File: src/rtl/divider_share_pkg.sv
// Shared definitions for the shared-divider sequencer: state encoding and default sizes.
package divider_share_pkg;

   localparam int DEF_WIDTH = 8;
   localparam int DEF_NREQ  = 4;

   // One-hot encoding so the LED indicators Qi/Qc/Qd can be taken straight from the state bits
   typedef enum logic [2:0] {
      QI = 3'b100,
      QC = 3'b010,
      QD = 3'b001
   } state_e;

endpackage

File: src/rtl/rr_arbiter_ctrl.sv
// Combinational round-robin pick: searches req starting just after the last served index.
module rr_arbiter_ctrl #(
   parameter int NREQ = 4,
   parameter int IDXW = 2
) (
   input  logic [NREQ-1:0] req_i,
   input  logic [IDXW-1:0] last_i,
   output logic [NREQ-1:0] grant_o,
   output logic [IDXW-1:0] idx_o,
   output logic            any_o
);

   logic [IDXW-1:0] cand;

   // Walk last+1, last+2, ... with wrap and keep the first requester found
   always_comb begin
      grant_o = '0;
      idx_o   = '0;
      any_o   = 1'b0;
      cand    = '0;
      for (int k = 1; k <= NREQ; k++) begin
         cand = IDXW'((int'(last_i) + k) % NREQ);
         if (!any_o && req_i[cand]) begin
            any_o         = 1'b1;
            idx_o         = cand;
            grant_o[cand] = 1'b1;
         end
      end
   end

endmodule

File: src/rtl/divider_share_ctrl.sv
// Sequences one shared restoring divider (one quotient bit per clock) among NREQ requesters.
module divider_share_ctrl
   import divider_share_pkg::*;
#(
   parameter int NREQ  = DEF_NREQ,
   parameter int WIDTH = DEF_WIDTH,
   parameter int IDXW  = 2
) (
   input  logic                  ClkPort,
   input  logic                  Reset_n,
   input  logic [NREQ-1:0]       req,
   input  logic [NREQ*WIDTH-1:0] xin_bus,
   input  logic [NREQ*WIDTH-1:0] yin_bus,
   input  logic [NREQ-1:0]       ack,
   output logic [NREQ-1:0]       grant,
   output logic [NREQ-1:0]       done,
   output logic [WIDTH-1:0]      quotient,
   output logic [WIDTH-1:0]      remainder,
   output logic                  div_by_zero,
   output logic [IDXW-1:0]       owner,
   output logic                  Qi,
   output logic                  Qc,
   output logic                  Qd
);

   localparam int CNTW = (WIDTH > 1) ? $clog2(WIDTH) : 1;

   state_e            state_q, state_d;
   logic [IDXW-1:0]   last_q, last_d;
   logic [IDXW-1:0]   owner_q, owner_d;
   logic [NREQ-1:0]   grant_q, grant_d;
   logic [WIDTH:0]    partRem_q, partRem_d;
   logic [WIDTH-1:0]  partQuot_q, partQuot_d;
   logic [WIDTH-1:0]  divisor_q, divisor_d;
   logic [CNTW-1:0]   cnt_q, cnt_d;
   logic [WIDTH-1:0]  quot_q, quot_d;
   logic [WIDTH-1:0]  rem_q, rem_d;
   logic              dbz_q, dbz_d;

   logic [NREQ-1:0]   arbGrant;
   logic [IDXW-1:0]   arbIdx;
   logic              arbAny;

   logic [WIDTH-1:0]  xArr [NREQ];
   logic [WIDTH-1:0]  yArr [NREQ];

   logic [WIDTH:0]    remShift;
   logic [WIDTH-1:0]  quotShift;
   logic [WIDTH:0]    remSub;
   logic              fits;
   logic [WIDTH:0]    remIter;
   logic [WIDTH-1:0]  quotIter;

   rr_arbiter_ctrl #(
      .NREQ (NREQ),
      .IDXW (IDXW)
   ) uArb (
      .req_i   (req),
      .last_i  (last_q),
      .grant_o (arbGrant),
      .idx_o   (arbIdx),
      .any_o   (arbAny)
   );

   // Unpack the flat operand buses into per-requester slots
   always_comb begin
      for (int i = 0; i < NREQ; i++) begin
         xArr[i] = xin_bus[i*WIDTH +: WIDTH];
         yArr[i] = yin_bus[i*WIDTH +: WIDTH];
      end
   end

   // One restoring step: shift {R,Q} left, subtract D when the full-width R covers it
   always_comb begin
      remShift  = (partRem_q << 1) | {{WIDTH{1'b0}}, partQuot_q[WIDTH-1]};
      quotShift = {partQuot_q[WIDTH-2:0], 1'b0};
      remSub    = remShift - {1'b0, divisor_q};
      fits      = (remShift >= {1'b0, divisor_q});
      remIter   = fits ? remSub : remShift;
      quotIter  = quotShift | {{(WIDTH-1){1'b0}}, fits};
   end

   // Next-state logic: arbitrate in QI, iterate in QC, hold the result in QD until the owner acks
   always_comb begin
      state_d    = state_q;
      last_d     = last_q;
      owner_d    = owner_q;
      grant_d    = grant_q;
      partRem_d  = partRem_q;
      partQuot_d = partQuot_q;
      divisor_d  = divisor_q;
      cnt_d      = cnt_q;
      quot_d     = quot_q;
      rem_d      = rem_q;
      dbz_d      = dbz_q;
      unique case (state_q)
         QI: begin
            if (arbAny) begin
               owner_d = arbIdx;
               grant_d = arbGrant;
               if (yArr[arbIdx] == '0) begin
                  state_d = QD;
                  quot_d  = '1;
                  rem_d   = xArr[arbIdx];
                  dbz_d   = 1'b1;
               end else begin
                  state_d    = QC;
                  partRem_d  = '0;
                  partQuot_d = xArr[arbIdx];
                  divisor_d  = yArr[arbIdx];
                  cnt_d      = '0;
                  dbz_d      = 1'b0;
               end
            end
         end
         QC: begin
            if (!req[owner_q]) begin
               state_d = QI;
               grant_d = '0;
               last_d  = owner_q;
            end else begin
               partRem_d  = remIter;
               partQuot_d = quotIter;
               cnt_d      = cnt_q + 1'b1;
               if (cnt_q == CNTW'(WIDTH-1)) begin
                  state_d = QD;
                  quot_d  = quotIter;
                  rem_d   = remIter[WIDTH-1:0];
                  dbz_d   = 1'b0;
               end
            end
         end
         QD: begin
            if (ack[owner_q]) begin
               state_d = QI;
               grant_d = '0;
               last_d  = owner_q;
            end
         end
         default: begin
            state_d = QI;
            grant_d = '0;
         end
      endcase
   end

   // State and datapath registers; reset leaves the pointer on the last slot so requester 0 wins first
   always_ff @(posedge ClkPort or negedge Reset_n) begin
      if (!Reset_n) begin
         state_q    <= QI;
         last_q     <= IDXW'(NREQ-1);
         owner_q    <= '0;
         grant_q    <= '0;
         partRem_q  <= '0;
         partQuot_q <= '0;
         divisor_q  <= '0;
         cnt_q      <= '0;
         quot_q     <= '0;
         rem_q      <= '0;
         dbz_q      <= 1'b0;
      end else begin
         state_q    <= state_d;
         last_q     <= last_d;
         owner_q    <= owner_d;
         grant_q    <= grant_d;
         partRem_q  <= partRem_d;
         partQuot_q <= partQuot_d;
         divisor_q  <= divisor_d;
         cnt_q      <= cnt_d;
         quot_q     <= quot_d;
         rem_q      <= rem_d;
         dbz_q      <= dbz_d;
      end
   end

   // Done is the registered grant qualified by the done state, so it stays one-hot on the owner
   always_comb begin
      grant       = grant_q;
      done        = (state_q == QD) ? grant_q : '0;
      quotient    = quot_q;
      remainder   = rem_q;
      div_by_zero = dbz_q;
      owner       = owner_q;
      Qi          = state_q[2];
      Qc          = state_q[1];
      Qd          = state_q[0];
   end

endmodule

File: config.mk
export PLATFORM = sky130hd
export DESIGN_NAME = divider_share_ctrl
export DESIGN_NICKNAME = d
export VERILOG_FILES = /design/src/rtl/divider_share_pkg.sv /design/src/rtl/rr_arbiter_ctrl.sv /design/src/rtl/divider_share_ctrl.sv
export SDC_FILE = /design/constraint.sdc
export NUM_CORES = 1
export LEC_CHECK = 0
export BUFFER_PORTS_ARGS = -buffer_cell sky130_fd_sc_hd__buf_2
export CORE_AREA = 2 2 95 97
export CTS_CLUSTER_SIZE = 30
export DETAILED_ROUTE_END_ITERATION = 7
export DIE_AREA = 0 0 97 99
export PLACE_DENSITY = 0.76
export SYNTH_ARGS = -nofsm -noshare
export SYNTH_HDL_FRONTEND = slang
export SYNTH_SLANG_ARGS = --single-unit
File: constraint.sdc
create_clock -name ClkPort -period 3.85 [get_ports ClkPort]
set_input_delay 0.5775 -clock ClkPort [delete_from_list [all_inputs] [get_ports ClkPort]]
set_output_delay 0.5775 -clock ClkPort [all_outputs]
set_load 0.1 [all_outputs]
==> results of run 1 <==
-- kinds of logic (layout without fill, tap and decap cells) --
logic type,Yosys count,in the layout,synth area share (%)
multiplexers,55,55,17.70
AO/OA/AOI/OAI,112,112,19.76
buffers and inverters,36,153,4.546
adder cells (fa/ha/maj),19,19,5.941
flip-flops,55,55,33.43
XOR/XNOR,4,4,0.8489
AND/OR/NAND/NOR,149,149,17.76
-- sequential cells by signal (all words and copies together) (netlist names) --
register / count
remainder: 8
divisor_q: 8
cnt_q: 3
state_q: 3
partRem_q: 8
owner: 2
quotient: 8
grant: 4
div_by_zero: 1
partQuot_q: 8
last_q: 2
-- Yosys cell counts, drive strengths merged, types with 2 or more instances --
cell type / n
buf: 12
a2bb2oi: 2
o2bb2ai: 8
a31oi: 3
nand4: 5
a21o: 6
nor3: 2
a211o: 2
xor2: 2
a22o: 3
mux2i: 22
o21ai: 41
ha: 18
o21a: 3
nand2b: 5
and3: 2
a22oi: 7
a221oi: 5
mux4: 10
o22a: 9
nand2: 77
and2: 8
a21oi: 6
nor2: 21
inv: 13
nand3: 13
nor3b: 2
dfrtp: 52
o32ai: 2
o211ai: 5
a32oi: 4
nor2b: 6
clkbuf: 10
dfstp: 3
and4: 2
mux2: 23
xnor2: 2
-- layer usage --
metal | up-vias | share of wire, %
met4 | 0 | 1.8
met5 | - | 0
met2 | 162 | 50
li1 | 1809 | -
met3 | 17 | 6.5
met1 | 1842 | 42
-- cell type report --
class                   instances  area [um^2]
flip-flops and latches         55         1380
clock buffers                   6        82.58
multi-input cells             339         2567
inverters                      14        53.80
well taps                     108        135.1
repair buffers                131        750.7
clock inverters                 2        35.03
fillers                       754         3546
-- power breakdown --
| group | switching (uW) | internal, uW |
|---|---|---|
| sequential | 141 | 797 |
| clock | 195 | 211 |
| combinational | 2430 | 1510 |
| total | 2770 | 2510 |
-- path summary, 6_finish.rpt --
check,startpoint,end,slack (ns)
worst max-delay path,last_q[0],remainder[6],0.19
worst min-delay path,Reset_n,quotient[7],0.34
worst max register to register,last_q[0],remainder[6],0.19
worst min register to register,quotient[5],quotient[5],0.49
max in group asynchronous,Reset_n,partQuot_q[2],2.74
min in group ClkPort,quotient[5],quotient[5],0.49
-- what timing repair did --
action | in CTS | in global routing
setup buffers | 0 | 3
hold endpoints to repair | 0 | 0
endpoints found under the setup margin | 0 | 25
resized for setup | 0 | 1
-- metrics by stage --
| stage | setup WS (ns) | area (um^2) | instances | util, % |
|---|---|---|---|---|
| detailed placement | 0.1503 | 4838 | 644 | 56.58 |
| floorplan | 0.009303 | 4135 | 430 | - |
| CTS | 0.1152 | 4956 | 652 | 57.96 |
| global route | 0.01712 | 5005 | 655 | 58.53 |
| global placement | 0.2113 | 4838 | 644 | 56.58 |
| finish | 0.1851 | 5005 | 655 | 58.53 |
==> out/qor.csv, run 1 <==
stage,metric,value,unit
finish,mostFrequentLayoutCell,buf_2,
global_routing,grt_pass1_vias,3858,
critical_path,cpPeakStageDelay,0.63,ns
synth,postSynthCellCount,430,
global_routing,grt_start_max_net_pins,36,
sta,max_freq,0.2729,GHz
global_routing,antenna_found_initial,0,
flow_run,max-cap-violations,0,
floorplan,die_area,9603,um^2
global_routing,use_met3,3.617,%
synth,synthDistinctLibCells,70,
cts,clk_latency,0.31,ns
sta,tightest_slew,0.7864,ns
floorplan,start_util,48.27,%
cts,h-tree-depth,2,
synth,synthFlopType,dfrtp_1,
power,total_power,5284,uW
power,powerDensity,1056,nW/um^2
sta,fin_crit,3.665,ns
power,p_leak,0.002407,uW
sta,rsz0062_at_grt,false,
synth,synth_top_area_cell,dfrtp_1,
synth,synth_async_sr_flop_share,100.0,%
critical_path,crit_type,register to register,
finish,nets,639,
routing,wl,11850,um
routing,via_per_inst,5.847,
critical_path,critPathCaptureType,register,
routing,drt_iter0_markers,190,
global_routing,groute.layer.met2.usage,42.95,%
global_routing,grt-ovfl-total,0,
global_routing,top_usage_layer,met2,
sta,fin_worst_skew,0.01027,ns
synth,yosys_register_bits,55,
floorplan,coreArea,8551,um^2
run_status,outcome,finished clean,
critical_path,reg2reg_depth,11,
critical_path,path_buf_inv,2,
global_routing,grt_pass1_wl,19020,um
critical_path,path_cells,clkinv_2 > ha_1 > mux4_2 > o32ai_1 > a22oi_1 > a32oi_1 > nor2_1 > nand4_4 > a21oi_4 > buf_12 > mux2_1,
finish,layout-area-overhead-vs-synth,21.25,%
synth,synth_edf_count,0,
synth,synthesis.nets,523,
floorplan,rows,34,
critical_path,cp_slowest_cell,mux4_2,
critical_path,cp.arrival,3.86,ns
cts,ctsHoldBuffers,0,
sta,report.final.slew_viol_count,0,
finish,final_cell_mix,"buf_2 (103), nand2_1 (77), dfrtp_1 (52)",
place,dp_hpwl,9318,um
global_routing,use_met1,31.70,%
synth,syn-cell-area,4128,um^2
routing,drc_errors,0,
critical_path,cp_top_family,compound AO/OA/AOI/OAI gates,
sta,whs,0.3407,ns
cts,clock_path_buffers,2,
sta,period_share,95.19,%
global_routing,grtUsageTotal,24.52,%
sta,setup_viol,0,
synth,yosysWarnings,0,
critical_path,start_kind,register,
routing,wire_per_inst,18.09,um
synth,synth.avg_cell_area,9.599,um^2
place,io_buffer_count,103,
floorplan,die_x,97,um
sta,hold_viol_final,0,
cts,clock_sinks,55,
cts,cts_inserted_buffers,5,
critical_path,worstPathRequired,4.05,ns
place,gp_congestion,0.9964,
hold_path,hp-class,input pin to async pin,
sta,relSlewSlack,47.57,%
synth,ys_seq_area_share,33.43,%
cts,cts_root_buf,clkbuf_8,
floorplan,ioPinCount,104,
routing,first_pass_iters,6,
cts,cts_tree,yes,
power,peakVddDrop,0.6484,mV
routing,final_antenna_net_count,0,
sta,tns,0,ns
finish,drive_above_1_share,34.73,%
cts,path_clk_slew,0.10,ns
floorplan,die_h,99,um
routing,num_vias,3830,
synth,netlist_top_cells_area,"dfrtp_1 (32%), nand2_1 (7.0%), ha_1 (5.5%), mux4_2 (5.5%), mux2i_1 (5.3%)",
finish,n_antenna_cell,0,
critical_path,path_depth,11,
critical_path,cp_max_fo,11,
synth,yosysTopAreaCellShare,31.52,%
(Power assumes the default switching activity.)
==> run 2, diff against run 1 <==
Settings changed: CORE_AREA 2 2 95 97 to 2 2 91 93, CTS_CLUSTER_DIAMETER set to 80, DIE_AREA 0 0 97 99 to 0 0 93 95, PLACE_DENSITY 0.76 to 0.79.
Clock period 3.85 ns to 3.4 ns, I/O delays scaled along.
==> run 2 against run 1 <==
The run now ends with negative setup slack left. Sequential share of layout area decreased by 2.4 points. Sequential power increased by 15%. Critical path type unchanged. Design area increased by 9.4%. First-iteration DRC count decreased by 1.1%. Core utilization increased by 11 points.
==> out/qor.csv, run 2 (same netlist as run 1, synthesis figures left out) <==
stage,metric,value,unit
critical_path,timing.rr.start,last_q[0],
power,p_switching,3357,uW
floorplan,start_util,52.07,%
cts,clock_path_buffers,2,
critical_path,rrSetupSlack,-0.13,ns
run_status,outcome,finished with violations,
power,pwr-share-clk,6.2,%
floorplan,rows,33,
critical_path,start_kind,register,
sta,fin_crit,3.533,ns
global_routing,grt_start_max_net_pins,41,
cts,path_clk_slew,0.10,ns
routing,first_pass_iters,6,
cts,cts_root_buf,clkbuf_8,
finish,nets,668,
finish,mostFrequentLayoutCell,buf_2,
critical_path,cp_max_fo,9,
power,internal-power,3444,uW
floorplan,die_h,95,um
power,swShare,49.36,%
power,p_leak,0.002627,uW
routing,wire_per_inst,16.73,um
floorplan,die_area,8835,um^2
global_routing,grt_pass1_vias,3859,
cts,cts_tree,yes,
global_routing,antenna_found_initial,0,
power,powerDensity,1242,nW/um^2
cts,cts_inserted_buffers,5,
routing,final_antenna_net_count,0,
floorplan,die_x,93,um
cts,clock_sinks,55,
critical_path,cp.arrival,3.73,ns
routing,num_vias,3931,
hold_path,hp-class,input pin to async pin,
critical_path,reg2reg_depth,14,
finish,fin_cells,680,
cts,h-tree-depth,2,
place,io_buffer_count,103,
critical_path,critPathCaptureType,register,
finish,final_area,5474,um^2
finish,layout-area-overhead-vs-synth,32.62,%
sta,setup_viol,35,
global_routing,grt-ovfl-total,0,
sta,final.setup.worst_slack,-0.1333,ns
flow_run,max-cap-violations,0,
finish,drive_above_1_share,40.70,%
power,combPwrFrac,77.9,%
sta,period_share,103.9,%
power,peakVddDrop,0.7527,mV
routing,drc_errors,0,
place,dp_hpwl,8880,um
place,place_area,5119,um^2
power,power_frac_seq,16.0,%
cts,ctsHoldBuffers,0,
place,place_ws,-0.2757,ns
sta,tns,-3.022,ns
sta,whs,0.3137,ns
critical_path,worstPathRequired,3.60,ns
sta,fin_worst_skew,0.008775,ns
place,gp_congestion,1.045,
sta,relSlewSlack,42.39,%
sta,hold_viol_final,0,
sta,tightest_slew,0.8642,ns
finish,n_antenna_cell,0,
critical_path,worstReg2RegEnd,quotient[5],
routing,drt_iter0_markers,188,
finish,fillers,649,
sta,max_freq,0.2830,GHz
sta,rsz0062_at_grt,true,
global_routing,grtUsageTotal,26.27,%
critical_path,crit_type,register to register,
floorplan,ioPinCount,104,
finish,final_cell_mix,"buf_2 (103), nand2_1 (77), dfrtp_1 (52)",
run_status,violations,negative setup slack,
routing,wl,11380,um
cts,clk_latency,0.31,ns
floorplan,coreArea,7928,um^2
global_routing,grt_pass1_wl,18350,um
sta,report.final.slew_viol_count,0,
routing,via_per_inst,5.781,
place,post-place-cells,661,
-- run 2: repair_timing --
item                       4_1_cts  5_1_grt
setup endpoints to repair       44       44
pin swaps                        2        4
buffers inserted                 8        5
resized for setup               12       15
gates cloned                     0        0
-- run 2: power by group through the flow --
| stage | registers, uW | clock network [uW] | logic (uW) |
|---|---|---|---|
| after floorplan | 1730 | 0 | 2790 |
| final | 1080 | 421 | 5290 |
| after global routing | 1110 | 454 | 5640 |
| after CTS | 1080 | 426 | 5060 |
| after detailed placement | 1090 | 0 | 4800 |
| after global placement | 1080 | 0 | 4680 |
-- run 2: critical path: stages, from the launching register on --
cell and delay [ns]:
dfstp_2 0.64, clkinv_8 0.07, ha_4 0.28, mux4_2 0.61, buf_4 0.18, buf_4 0.13
o32ai_4 0.27, a22oi_1 0.14, a32oi_1 0.24, nor2_1 0.12, nand4_4 0.15, a21oi_4 0.08
buf_12 0.17, buf_4 0.16, o22a_1 0.18
-- run 2: how the worst max path moves through the flow --
stage / from / to / slack [ns]
6_report: last_q[0] / quotient[5] / -0.13
5_1_grt: last_q[0] / partQuot_q[1] / -0.24
4_1_cts: last_q[0] / remainder[1] / -0.08
3_5_place_dp: last_q[0] / remainder[1] / -0.28
3_3_place_gp: last_q[0] / remainder[4] / -0.20
2_1_floorplan: last_q[0] / remainder[6] / -0.23
-- run 2: cell type report --
class	count	area [um^2]	share of cell area, %
multi-input combinational	339	2786	50.90
clock inverter	1	30.03	0.5486
sequential	55	1380	25.21
inverter	14	65.06	1.189
timing repair buffer	160	1008	18.42
tap	105	131.4	2.400
clock buffer	6	72.57	1.326
-- run 2: metrics by stage --
| step | util, % | power (uW) |
|---|---|---|
| floorplan | - | 4518 |
| global placement | 64.57 | 5765 |
| detailed placement | 64.57 | 5893 |
| CTS | 67.53 | 6566 |
| global route | 69.05 | 7210 |
| finish | 69.05 | 6801 |
-- run 2: metal layers --
metal	global-route usage [%]	up-vias	routed length [um]
met5	0	-	0
met4	8.456	0	198
met3	3.831	21	592
met2	46.50	150	5765
met1	33.20	1892	4819
li1	-	1868	-
==> run 3, diff against run 2 <==
Settings changed: MAX_ROUTING_LAYER set to met4.
==> run 3 against run 2 <==
The flow still finishes with violations (negative setup slack). Maximum frequency shrank 1.9%. Flip-flop and latch count unchanged. Via count rose by 1.1%. Setup slack worse by 0.070 ns. Critical path type unchanged. Highest routed layer unchanged.
==> out/qor.csv, run 3 (same netlist as run 1, synthesis figures left out) <==
stage,metric,value,unit
finish,drive_above_1_share,40.98,%
cts,clock_path_buffers,2,
cts,h-tree-depth,2,
sta,relSlewSlack,42.62,%
global_routing,grt_pass1_wl,18330,um
global_routing,grt-ovfl-total,0,
critical_path,path_common_cell,buf_12,
sta,rsz0062_at_grt,true,
critical_path,worstReg2RegEnd,remainder[2],
global_routing,grt_pass1_vias,3857,
critical_path,cp_slowest_cell,dfstp_2,
cts,clock_sinks,55,
routing,wl,11570,um
critical_path,cp_max_fo,9,
global_routing,antenna_found_initial,0,
sta,setup_viol,42,
finish,layout-area-overhead-vs-synth,30.25,%
critical_path,cpPeakStageDelay,0.64,ns
cts,cts_root_buf,clkbuf_8,
critical_path,crit_type,register to register,
floorplan,rows,33,
critical_path,path_buf_inv,3,
routing,num_vias,3973,
sta,max_freq,0.2775,GHz
place,gp_congestion,1.062,
finish,multi_input_area,2734,um^2
floorplan,start_util,52.07,%
cts,ctsHoldBuffers,0,
finish,regArea,1380,um^2
critical_path,rrSetupSlack,-0.20,ns
floorplan,die_area,8835,um^2
finish,n_antenna_cell,0,
finish,fillers,619,
finish,mostFrequentLayoutCell,buf_2,
cts,cts_tree,yes,
critical_path,cp_top_family,compound AO/OA/AOI/OAI gates,
sta,period_share,106.0,%
floorplan,coreArea,7928,um^2
critical_path,path_cells,buf_12 > mux4_2 > nor2b_4 > o21a_2 > buf_4 > o21ai_0 > a32oi_2 > nor2_2 > nand4_4 > a21oi_4 > buf_12 > mux2_2,
floorplan,die_h,95,um
place,io_buffer_count,103,
floorplan,ioPinCount,104,
run_status,outcome,finished with violations,
sta,hold_viol_final,0,
cts,cts_inserted_buffers,5,
sta,report.final.slew_viol_count,0,
critical_path,cp.arrival,3.81,ns
cts,clk_latency,0.31,ns
hold_path,hp-class,input pin to async pin,
critical_path,timing.rr.start,last_q[0],
routing,drc_errors,0,
sta,tightest_slew,0.8607,ns
place,place_ws,-0.1698,ns
sta,final.setup.worst_slack,-0.2033,ns
finish,final_area,5376,um^2
power,peakVddDrop,0.7133,mV
power,powerDensity,1221,nW/um^2
finish,final_cell_mix,"buf_2 (103), nand2_1 (77), dfrtp_1 (52)",
sta,fin_worst_skew,0.005240,ns
routing,final_antenna_net_count,0,
cts,path_clk_slew,0.10,ns
global_routing,grt_start_max_net_pins,41,
run_status,violations,negative setup slack,
floorplan,die_x,93,um
routing,first_pass_iters,5,
routing,via_per_inst,5.877,
power,p_leak,0.002570,uW
critical_path,reg2reg_depth,12,
flow_run,max-cap-violations,0,
place,place_area,5126,um^2
routing,drt_iter0_markers,228,
routing,wire_per_inst,17.12,um
critical_path,worstPathRequired,3.60,ns
finish,nets,663,
sta,fin_crit,3.603,ns
critical_path,start_kind,register,
global_routing,grtUsageTotal,27.10,%
place,dp_hpwl,9164,um
critical_path,critPathCaptureType,register,
run 3: cell count changes in the layout (fill, tap and decap cells not counted), moves of 2 or more:
cell	before	now
o32ai_4	2	0
nor2_2	0	2
o32ai_2	0	2
buf_4	49	45
nor2_1	19	17
mux2_4	20	14
mux2_2	3	9
run 3: area by class of cell:
cell class | count | share of cell area (%)
repair buffers | 155 | 17.99
inverters | 14 | 1.210
flip-flops and latches | 55 | 25.67
clock inverters | 2 | 0.3025
multi-input cells | 339 | 50.85
well taps | 105 | 2.444
clock buffers | 6 | 1.536
run 3: metal layers:
metal	up-vias	track usage [%]	routed length (um)	share of wire, %
met5	-	-	0	0
met4	0	7.108	259	2.2
met3	32	3.512	766	6.6
met2	184	47.22	5787	50
met1	1898	33.54	4758	41
li1	1859	-	-	-
run 3: worst max-delay path by stage:
stage	startpoint	endpoint	cells after the start
3_3_place_gp	last_q[0]	remainder[5]	13
4_1_cts	last_q[0]	remainder[0]	12
3_5_place_dp	last_q[0]	remainder[2]	13
2_1_floorplan	last_q[0]	remainder[6]	15
5_1_grt	last_q[0]	remainder[0]	14
6_report	last_q[0]	remainder[2]	12
run 3: through the flow:
stage | instances | total power (uW) | TNS [ns] | hold WS [ns] | utilization, %
6_report | 676 | 6564 | -4.799 | 0.2942 | 67.82
5_1_grt | 676 | 6940 | -5.224 | 0.3840 | 67.82
4_1_cts | 675 | 6381 | -0.6966 | 0.3229 | 66.89
3_5_place_dp | 662 | 5862 | -3.180 | 0.4733 | 64.66
3_3_place_gp | 662 | 5745 | -0.3918 | 0.4666 | 64.66
2_1_floorplan | 430 | 4518 | -4.199 | 0.2144 | -
run 3: timing repair:
| action | CTS | global route |
|---|---|---|
| cloned | 0 | 0 |
| gates resized for setup | 6 | 15 |
| pin swaps | 1 | 6 |
| buffers inserted | 5 | 2 |
| setup endpoints to repair | 31 | 44 |
run 3: report_power, final:
part / switching [uW] / internal (uW)
Sequential: 183 / 903
Clock: 217 / 167
Combinational: 2900 / 2190
Total: 3300 / 3260
